$ cat src/rtl/vga_sync_decoder.sv
// vga_sync_decoder: recovers pixel timing from an external active-low hs/vs
// pair. It checks line/frame lengths and sync widths against the configured
// mode, declares lock after a run of clean frames, and then regenerates
// disp/x_pos/y_pos one clock behind the source.
module vga_sync_decoder #(
  parameter int H_SYNC      = 112,
  parameter int H_BACK      = 248,
  parameter int H_DISP      = 1280,
  parameter int H_FRONT     = 48,
  parameter int V_SYNC      = 3,
  parameter int V_BACK      = 38,
  parameter int V_DISP      = 1024,
  parameter int V_FRONT     = 1,
  parameter int LOCK_FRAMES = 2
) (
  input  logic                       clk,
  input  logic                       reset,
  input  logic                       vga_hs,
  input  logic                       vga_vs,
  output logic                       locked,
  output logic                       disp,
  output logic [$clog2(H_DISP)-1:0]  x_pos,
  output logic [$clog2(V_DISP)-1:0]  y_pos,
  output logic                       frame_start,
  output logic                       sync_err
);

  localparam int H_LIMIT = H_SYNC + H_BACK + H_DISP + H_FRONT;
  localparam int V_LIMIT = V_SYNC + V_BACK + V_DISP + V_FRONT;
  localparam int HW      = $clog2(H_LIMIT);
  localparam int VW      = $clog2(V_LIMIT);
  localparam int XW      = $clog2(H_DISP);
  localparam int YW      = $clog2(V_DISP);
  localparam int GW      = $clog2(LOCK_FRAMES + 1);

  localparam logic [HW-1:0] H_MAX       = HW'(H_LIMIT - 1);
  localparam logic [HW-1:0] H_SYNC_LAST = HW'(H_SYNC - 1);
  localparam logic [HW-1:0] H_ACT_START = HW'(H_SYNC + H_BACK);
  localparam logic [HW:0]   H_ACT_END   = (HW+1)'(H_SYNC + H_BACK + H_DISP);
  localparam logic [VW-1:0] V_MAX       = VW'(V_LIMIT - 1);
  localparam logic [VW-1:0] V_SYNC_LAST = VW'(V_SYNC - 1);
  localparam logic [VW-1:0] V_ACT_START = VW'(V_SYNC + V_BACK);
  localparam logic [VW:0]   V_ACT_END   = (VW+1)'(V_SYNC + V_BACK + V_DISP);
  localparam logic [GW-1:0] GOOD_TARGET = GW'(LOCK_FRAMES);

  typedef enum logic [1:0] {
    HUNT   = 2'd0,
    CHECK  = 2'd1,
    LOCKED = 2'd2
  } state_t;

  state_t        state_q, state_d;
  logic [GW-1:0] good_q, good_d;
  logic          hs_prev_q, hs_prev_d;
  logic          vs_prev_q, vs_prev_d;
  logic [HW-1:0] h_cnt_q, h_cnt_d;
  logic [VW-1:0] v_cnt_q, v_cnt_d;
  logic          locked_q, locked_d;
  logic          disp_q, disp_d;
  logic [XW-1:0] x_pos_q, x_pos_d;
  logic [YW-1:0] y_pos_q, y_pos_d;
  logic          frame_start_q, frame_start_d;
  logic          sync_err_q, sync_err_d;

  logic hs_fall, hs_rise, vs_fall, vs_rise;
  logic h_wrap, v_wrap, viol;

  // Sync edge detection against the previous sample.
  always_comb begin
    hs_prev_d = vga_hs;
    vs_prev_d = vga_vs;
    hs_fall   = hs_prev_q & ~vga_hs;
    hs_rise   = ~hs_prev_q & vga_hs;
    vs_fall   = vs_prev_q & ~vga_vs;
    vs_rise   = ~vs_prev_q & vga_vs;
  end

  // Line/frame counters; running off the end means a sync pulse went missing.
  always_comb begin
    h_wrap  = 1'b0;
    v_wrap  = 1'b0;
    h_cnt_d = h_cnt_q;
    v_cnt_d = v_cnt_q;
    if (hs_fall) begin
      h_cnt_d = '0;
    end else if (h_cnt_q == H_MAX) begin
      h_cnt_d = '0;
      h_wrap  = 1'b1;
    end else begin
      h_cnt_d = h_cnt_q + HW'(1);
    end
    if (vs_fall) begin
      v_cnt_d = '0;
    end else if (hs_fall) begin
      if (v_cnt_q == V_MAX) begin
        v_cnt_d = '0;
        v_wrap  = 1'b1;
      end else begin
        v_cnt_d = v_cnt_q + VW'(1);
      end
    end
  end

  // Timing checks on pre-update counts, then the HUNT/CHECK/LOCKED machine.
  always_comb begin
    viol = h_wrap | v_wrap;
    if (hs_fall && (h_cnt_q != H_MAX))       viol = 1'b1;
    if (hs_rise && (h_cnt_q != H_SYNC_LAST)) viol = 1'b1;
    if (vs_fall && ((v_cnt_q != V_MAX) || !hs_fall)) viol = 1'b1;
    if (vs_rise && (v_cnt_q != V_SYNC_LAST)) viol = 1'b1;

    state_d    = state_q;
    good_d     = good_q;
    sync_err_d = 1'b0;
    case (state_q)
      HUNT: begin
        if (vs_fall) begin
          state_d = CHECK;
          good_d  = '0;
        end
      end
      CHECK: begin
        if (viol) begin
          state_d    = HUNT;
          good_d     = '0;
          sync_err_d = 1'b1;
        end else if (vs_fall) begin
          good_d = good_q + GW'(1);
          if (good_d == GOOD_TARGET) state_d = LOCKED;
        end
      end
      LOCKED: begin
        if (viol) begin
          state_d    = HUNT;
          good_d     = '0;
          sync_err_d = 1'b1;
        end
      end
      default: begin
        state_d = HUNT;
        good_d  = '0;
      end
    endcase
  end

  // Regenerated video outputs, computed from post-update counts.
  always_comb begin
    locked_d      = (state_d == LOCKED);
    frame_start_d = vs_fall;
    disp_d        = locked_d
                    && (h_cnt_d >= H_ACT_START) && ({1'b0, h_cnt_d} < H_ACT_END)
                    && (v_cnt_d >= V_ACT_START) && ({1'b0, v_cnt_d} < V_ACT_END);
    x_pos_d       = '0;
    y_pos_d       = '0;
    if (disp_d) begin
      x_pos_d = XW'(h_cnt_d - H_ACT_START);
      y_pos_d = YW'(v_cnt_d - V_ACT_START);
    end
  end

  // State and output registers, cleared immediately by the async reset.
  always_ff @(posedge clk or negedge reset) begin
    if (!reset) begin
      state_q       <= HUNT;
      good_q        <= '0;
      hs_prev_q     <= 1'b1;
      vs_prev_q     <= 1'b1;
      h_cnt_q       <= '0;
      v_cnt_q       <= '0;
      locked_q      <= 1'b0;
      disp_q        <= 1'b0;
      x_pos_q       <= '0;
      y_pos_q       <= '0;
      frame_start_q <= 1'b0;
      sync_err_q    <= 1'b0;
    end else begin
      state_q       <= state_d;
      good_q        <= good_d;
      hs_prev_q     <= hs_prev_d;
      vs_prev_q     <= vs_prev_d;
      h_cnt_q       <= h_cnt_d;
      v_cnt_q       <= v_cnt_d;
      locked_q      <= locked_d;
      disp_q        <= disp_d;
      x_pos_q       <= x_pos_d;
      y_pos_q       <= y_pos_d;
      frame_start_q <= frame_start_d;
      sync_err_q    <= sync_err_d;
    end
  end

  assign locked      = locked_q;
  assign disp        = disp_q;
  assign x_pos       = x_pos_q;
  assign y_pos       = y_pos_q;
  assign frame_start = frame_start_q;
  assign sync_err    = sync_err_q;

endmodule

$ cat config.mk
export PLATFORM = sky130hd
export DESIGN_NAME = vga_sync_decoder
export DESIGN_NICKNAME = d
export VERILOG_FILES = /design/src/rtl/vga_sync_decoder.sv
export SDC_FILE = /design/constraint.sdc
export NUM_CORES = 1
export LEC_CHECK = 0
export ABC_AREA = 1
export BUFFER_PORTS_ARGS = -buffer_cell sky130_fd_sc_hd__buf_2
export CAP_MARGIN = 0
export CORE_UTILIZATION = 54
export DETAILED_ROUTE_END_ITERATION = 8
export PLACE_DENSITY_LB_ADDON = 0.2
export SLEW_MARGIN = 25
export SYNTH_ARGS = -nofsm -noshare
export SYNTH_HDL_FRONTEND = slang
export SYNTH_SLANG_ARGS = --single-unit
$ cat constraint.sdc
create_clock -name clk -period 2.7 [get_ports clk]
set_clock_uncertainty 0.2 [all_clocks]
set_input_delay 0.27 -clock clk [delete_from_list [all_inputs] [get_ports clk]]
set_output_delay 0.27 -clock clk [all_outputs]
set_load 0.03 [all_outputs]
==> impl_metrics.tcl <==
set metrics [dict create \
    synth_nets 397 \
    synthToLayoutAreaGrowth_pct 20.0 \
    die_h_um 81.6 \
    timing.slew.headroom_pct 56.1 \
    syn_area_mm2 0.00342 \
    fin_nets 462 \
    ys_warn_count 0 \
    grt_pass1_vias 2628 \
    syn_inst 380 \
    gp_congestion 0.874 \
    drc 0 \
    grt_overflow 0 \
    finalCritPeriodShare_pct 98.6 \
    async_flop_share_pct 100 \
    endpoint_kind "register" \
    worstSetupPathType "reg2reg" \
    io_buffers 28 \
    start_util_pct 56.8 \
    avgSynthCellArea_um2 9.00 \
    dr.pass1.iters 4 \
    cts_tree "built" \
    ys_ff_latch 53 \
    cts.sinks 53 \
    num_antenna_cells 0 \
    yosys-top-cells-count "67 x nand2_1, 54 x inv_1, 51 x dfrtp_1, 31 x nor2_1, 29 x nand3_1" \
    pin_count 29 \
    drive_gt1_share_pct 36.8 \
    cp_max_fo 7 \
    status "completed" \
    dieArea_mm2 0.00666 \
    drtIter0Drc 95 \
    synth_edf_count 0 \
    max_cap_viol_count 0 \
    grt_usage_pct 23.4 \
    rsz0062_at_grt "yes" \
    clock_latency_ns 0.31 \
    ys.flop_type "dfrtp_1" \
    yosys-top-cells-area "dfrtp_1 37%, nor2_4 8.6%, nand2_1 7.4%" \
    report.final.slew_viol_count 0 \
    p_total_mw 2.13 \
    cts_max_level 2 \
    synth.most_common_cell "nand2_1" \
    p_leak_nw 2.19 \
    period_minus_slack_ns 2.66 \
    final-setup-viol-count 0 \
    power_density_mw_per_mm2 520 \
    core_mm2 0.00603 \
    max-vdd-ir-drop_v 0.000322 \
    clockRootBuffer "clkbuf_8" \
    cp.required_ns 2.70 \
    hold_path_class "in2reg" \
    placed_cell_area_mm2 0.00380 \
    crit_path_start_kind "register" \
    seq_area_frac_synth_pct 38.8 \
    routed_wl_um 7000 \
    die_w_um 81.6 \
    grt_max_degree 54 \
    synth_top_area_share_pct 37.3 \
    worst_pin_slew_ns 0.658 \
    viasPerCell 5.08 \
    ant_nets 0 \
    vias 2649 \
    dpl.hpwl_um 5130 \
    final_cell_area_mm2 0.00411 \
    clock_path_buffers 2 \
    path_clk_slew_ns 0.10 \
    cp.arrival_ns 2.66 \
    yosysUniqueCellTypes 36 \
    row_count 28 \
    cts_buffers 5 \
    grt_first_pass_wirelength_um 11700 \
    fmax_mhz 376 \
    hold_violations 0 \
    post-synth-top-area-cell "dfrtp_1" \
    wl_per_cell_um 13.4 \
    antenna_found_initial 0 \
]
==> power by group <==
| part | total [mW] | leakage [nW] | internal, mW | switching, mW |
|---|---|---|---|---|
| clock network | 0.635 | 0.0681 | 0.368 | 0.266 |
| logic | 0.610 | 1.41 | 0.231 | 0.379 |
| registers | 0.890 | 0.720 | 0.849 | 0.0411 |
==> sequential cells by signal, summed over array words and instances (netlist names) <==
register     flops
h_cnt_q         11
v_cnt_q         11
x_pos           11
y_pos           10
good_q           2
state_q          2
disp             1
frame_start      1
hs_prev_q        1
locked           1
sync_err         1
vs_prev_q        1
==> placed cells by master (no fill, tap or decap), types with 4 or more instances in the layout <==
master and instances:
nand2_1 65, inv_1 53, dfrtp_1 51, nor2_1 29, nor2_4 29, buf_2 28, nand3_1 27, buf_4 27
xor2_1 16, nand2_2 12, ha_1 12, inv_2 11, nand2_4 9, nor2_2 7, nand4_1 6, nand3_2 6
nand3_4 5, clkbuf_8 5, a21oi_1 4, o21ai_0 4
==> per-layer routing <==
| metal | vias to the layer above | part of all wire (%) | GRT usage (%) |
|---|---|---|---|
| met1 | 1256 | 41 | 27.7 |
| li1 | 1315 | - | - |
| met4 | 0 | 2.1 | 9.12 |
| met2 | 65 | 53 | 42.1 |
| met5 | - | 0 | 0 |
| met3 | 13 | 3.6 | 3.78 |
==> metrics by stage <==
stage / setup TNS (ns) / utilization [%] / hold slack (ns) / std cells / setup WS [ns]
final: 0 / 68.1 / 0.296 / 521 / 0.0391
after global routing: -1.90 / 68.1 / 0.303 / 521 / -0.117
after CTS: 0 / 66.9 / 0.280 / 517 / 0.00543
after detailed placement: -0.526 / 63.1 / 0.196 / 504 / -0.0552
after global placement: 0 / 63.1 / 0.194 / 504 / 0.0223
after floorplan: 0 / - / -0.226 / 380 / 0.0198
==> layout make-up <==
cell class / count / area, µm²
clock buffer: 5 / 68.8
clock inverter: 3 / 65.1
fill: 475 / 1920
inverter: 65 / 244
multi-input combinational: 259 / 1870
sequential: 53 / 1330
tap: 75 / 93.8
timing repair buffer: 61 / 440
==> kinds of logic (layout without fill, tap and decap cells) <==
family	count (synthesis)	count (layout)	synth area share, %
AO/OA/AOI/OAI	19	19	3.88
XOR/XNOR	18	18	4.61
adder cells (fa/ha/maj)	13	13	4.76
buffers and inverters	68	134	8.52
flip-flops	53	53	38.8
AND/OR/NAND/NOR	209	209	39.4
==> critical path: stages, from the launching register on <==
cell,delay (ns)
dfrtp_1,0.39
inv_1,0.06
ha_1,0.14
nand2_1,0.06
nor2_2,0.17
nand2_4,0.09
nor2_8,0.12
nor2_4,0.07
buf_4,0.15
buf_4,0.15
nand2_4,0.08
nand3_2,0.10
nand2_2,0.12
nand3_4,0.09
nor2_4,0.14
nor2_4,0.05
nand3_4,0.13
buf_12,0.18
nor2_4,0.04
==> timing repair <==
item | in CTS | in global routing
resized for setup | 9 | 11
hold buffers | 3 | 0
pin swaps | 5 | 4
endpoints found under the hold margin | 53 | 0
cloned | 1 | 0
endpoints found under the setup margin | 20 | 22
buffers inserted | 1 | 4
==> final timing paths <==
kind                                             from                     to  slack, ns  cells past startpoint
worst max register to register   v_cnt_q[1]$_DFF_PN0_     x_pos[7]$_DFF_PN0_       0.04                     18
max in group asynchronous                       reset  v_cnt_q[10]$_DFF_PN0_       1.46                      3
worst max-delay path             v_cnt_q[1]$_DFF_PN0_     x_pos[7]$_DFF_PN0_       0.04                     18
min in group asynchronous                       reset     y_pos[3]$_DFF_PN0_       0.41                      3
worst min-delay path                           vga_hs   h_cnt_q[5]$_DFF_PN0_       0.30                      3
worst min register to register  good_q[1]$_DFFE_PN0P_  good_q[1]$_DFFE_PN0P_       0.31                      2
No activity file was read; power rests on OpenSTA's default activity.
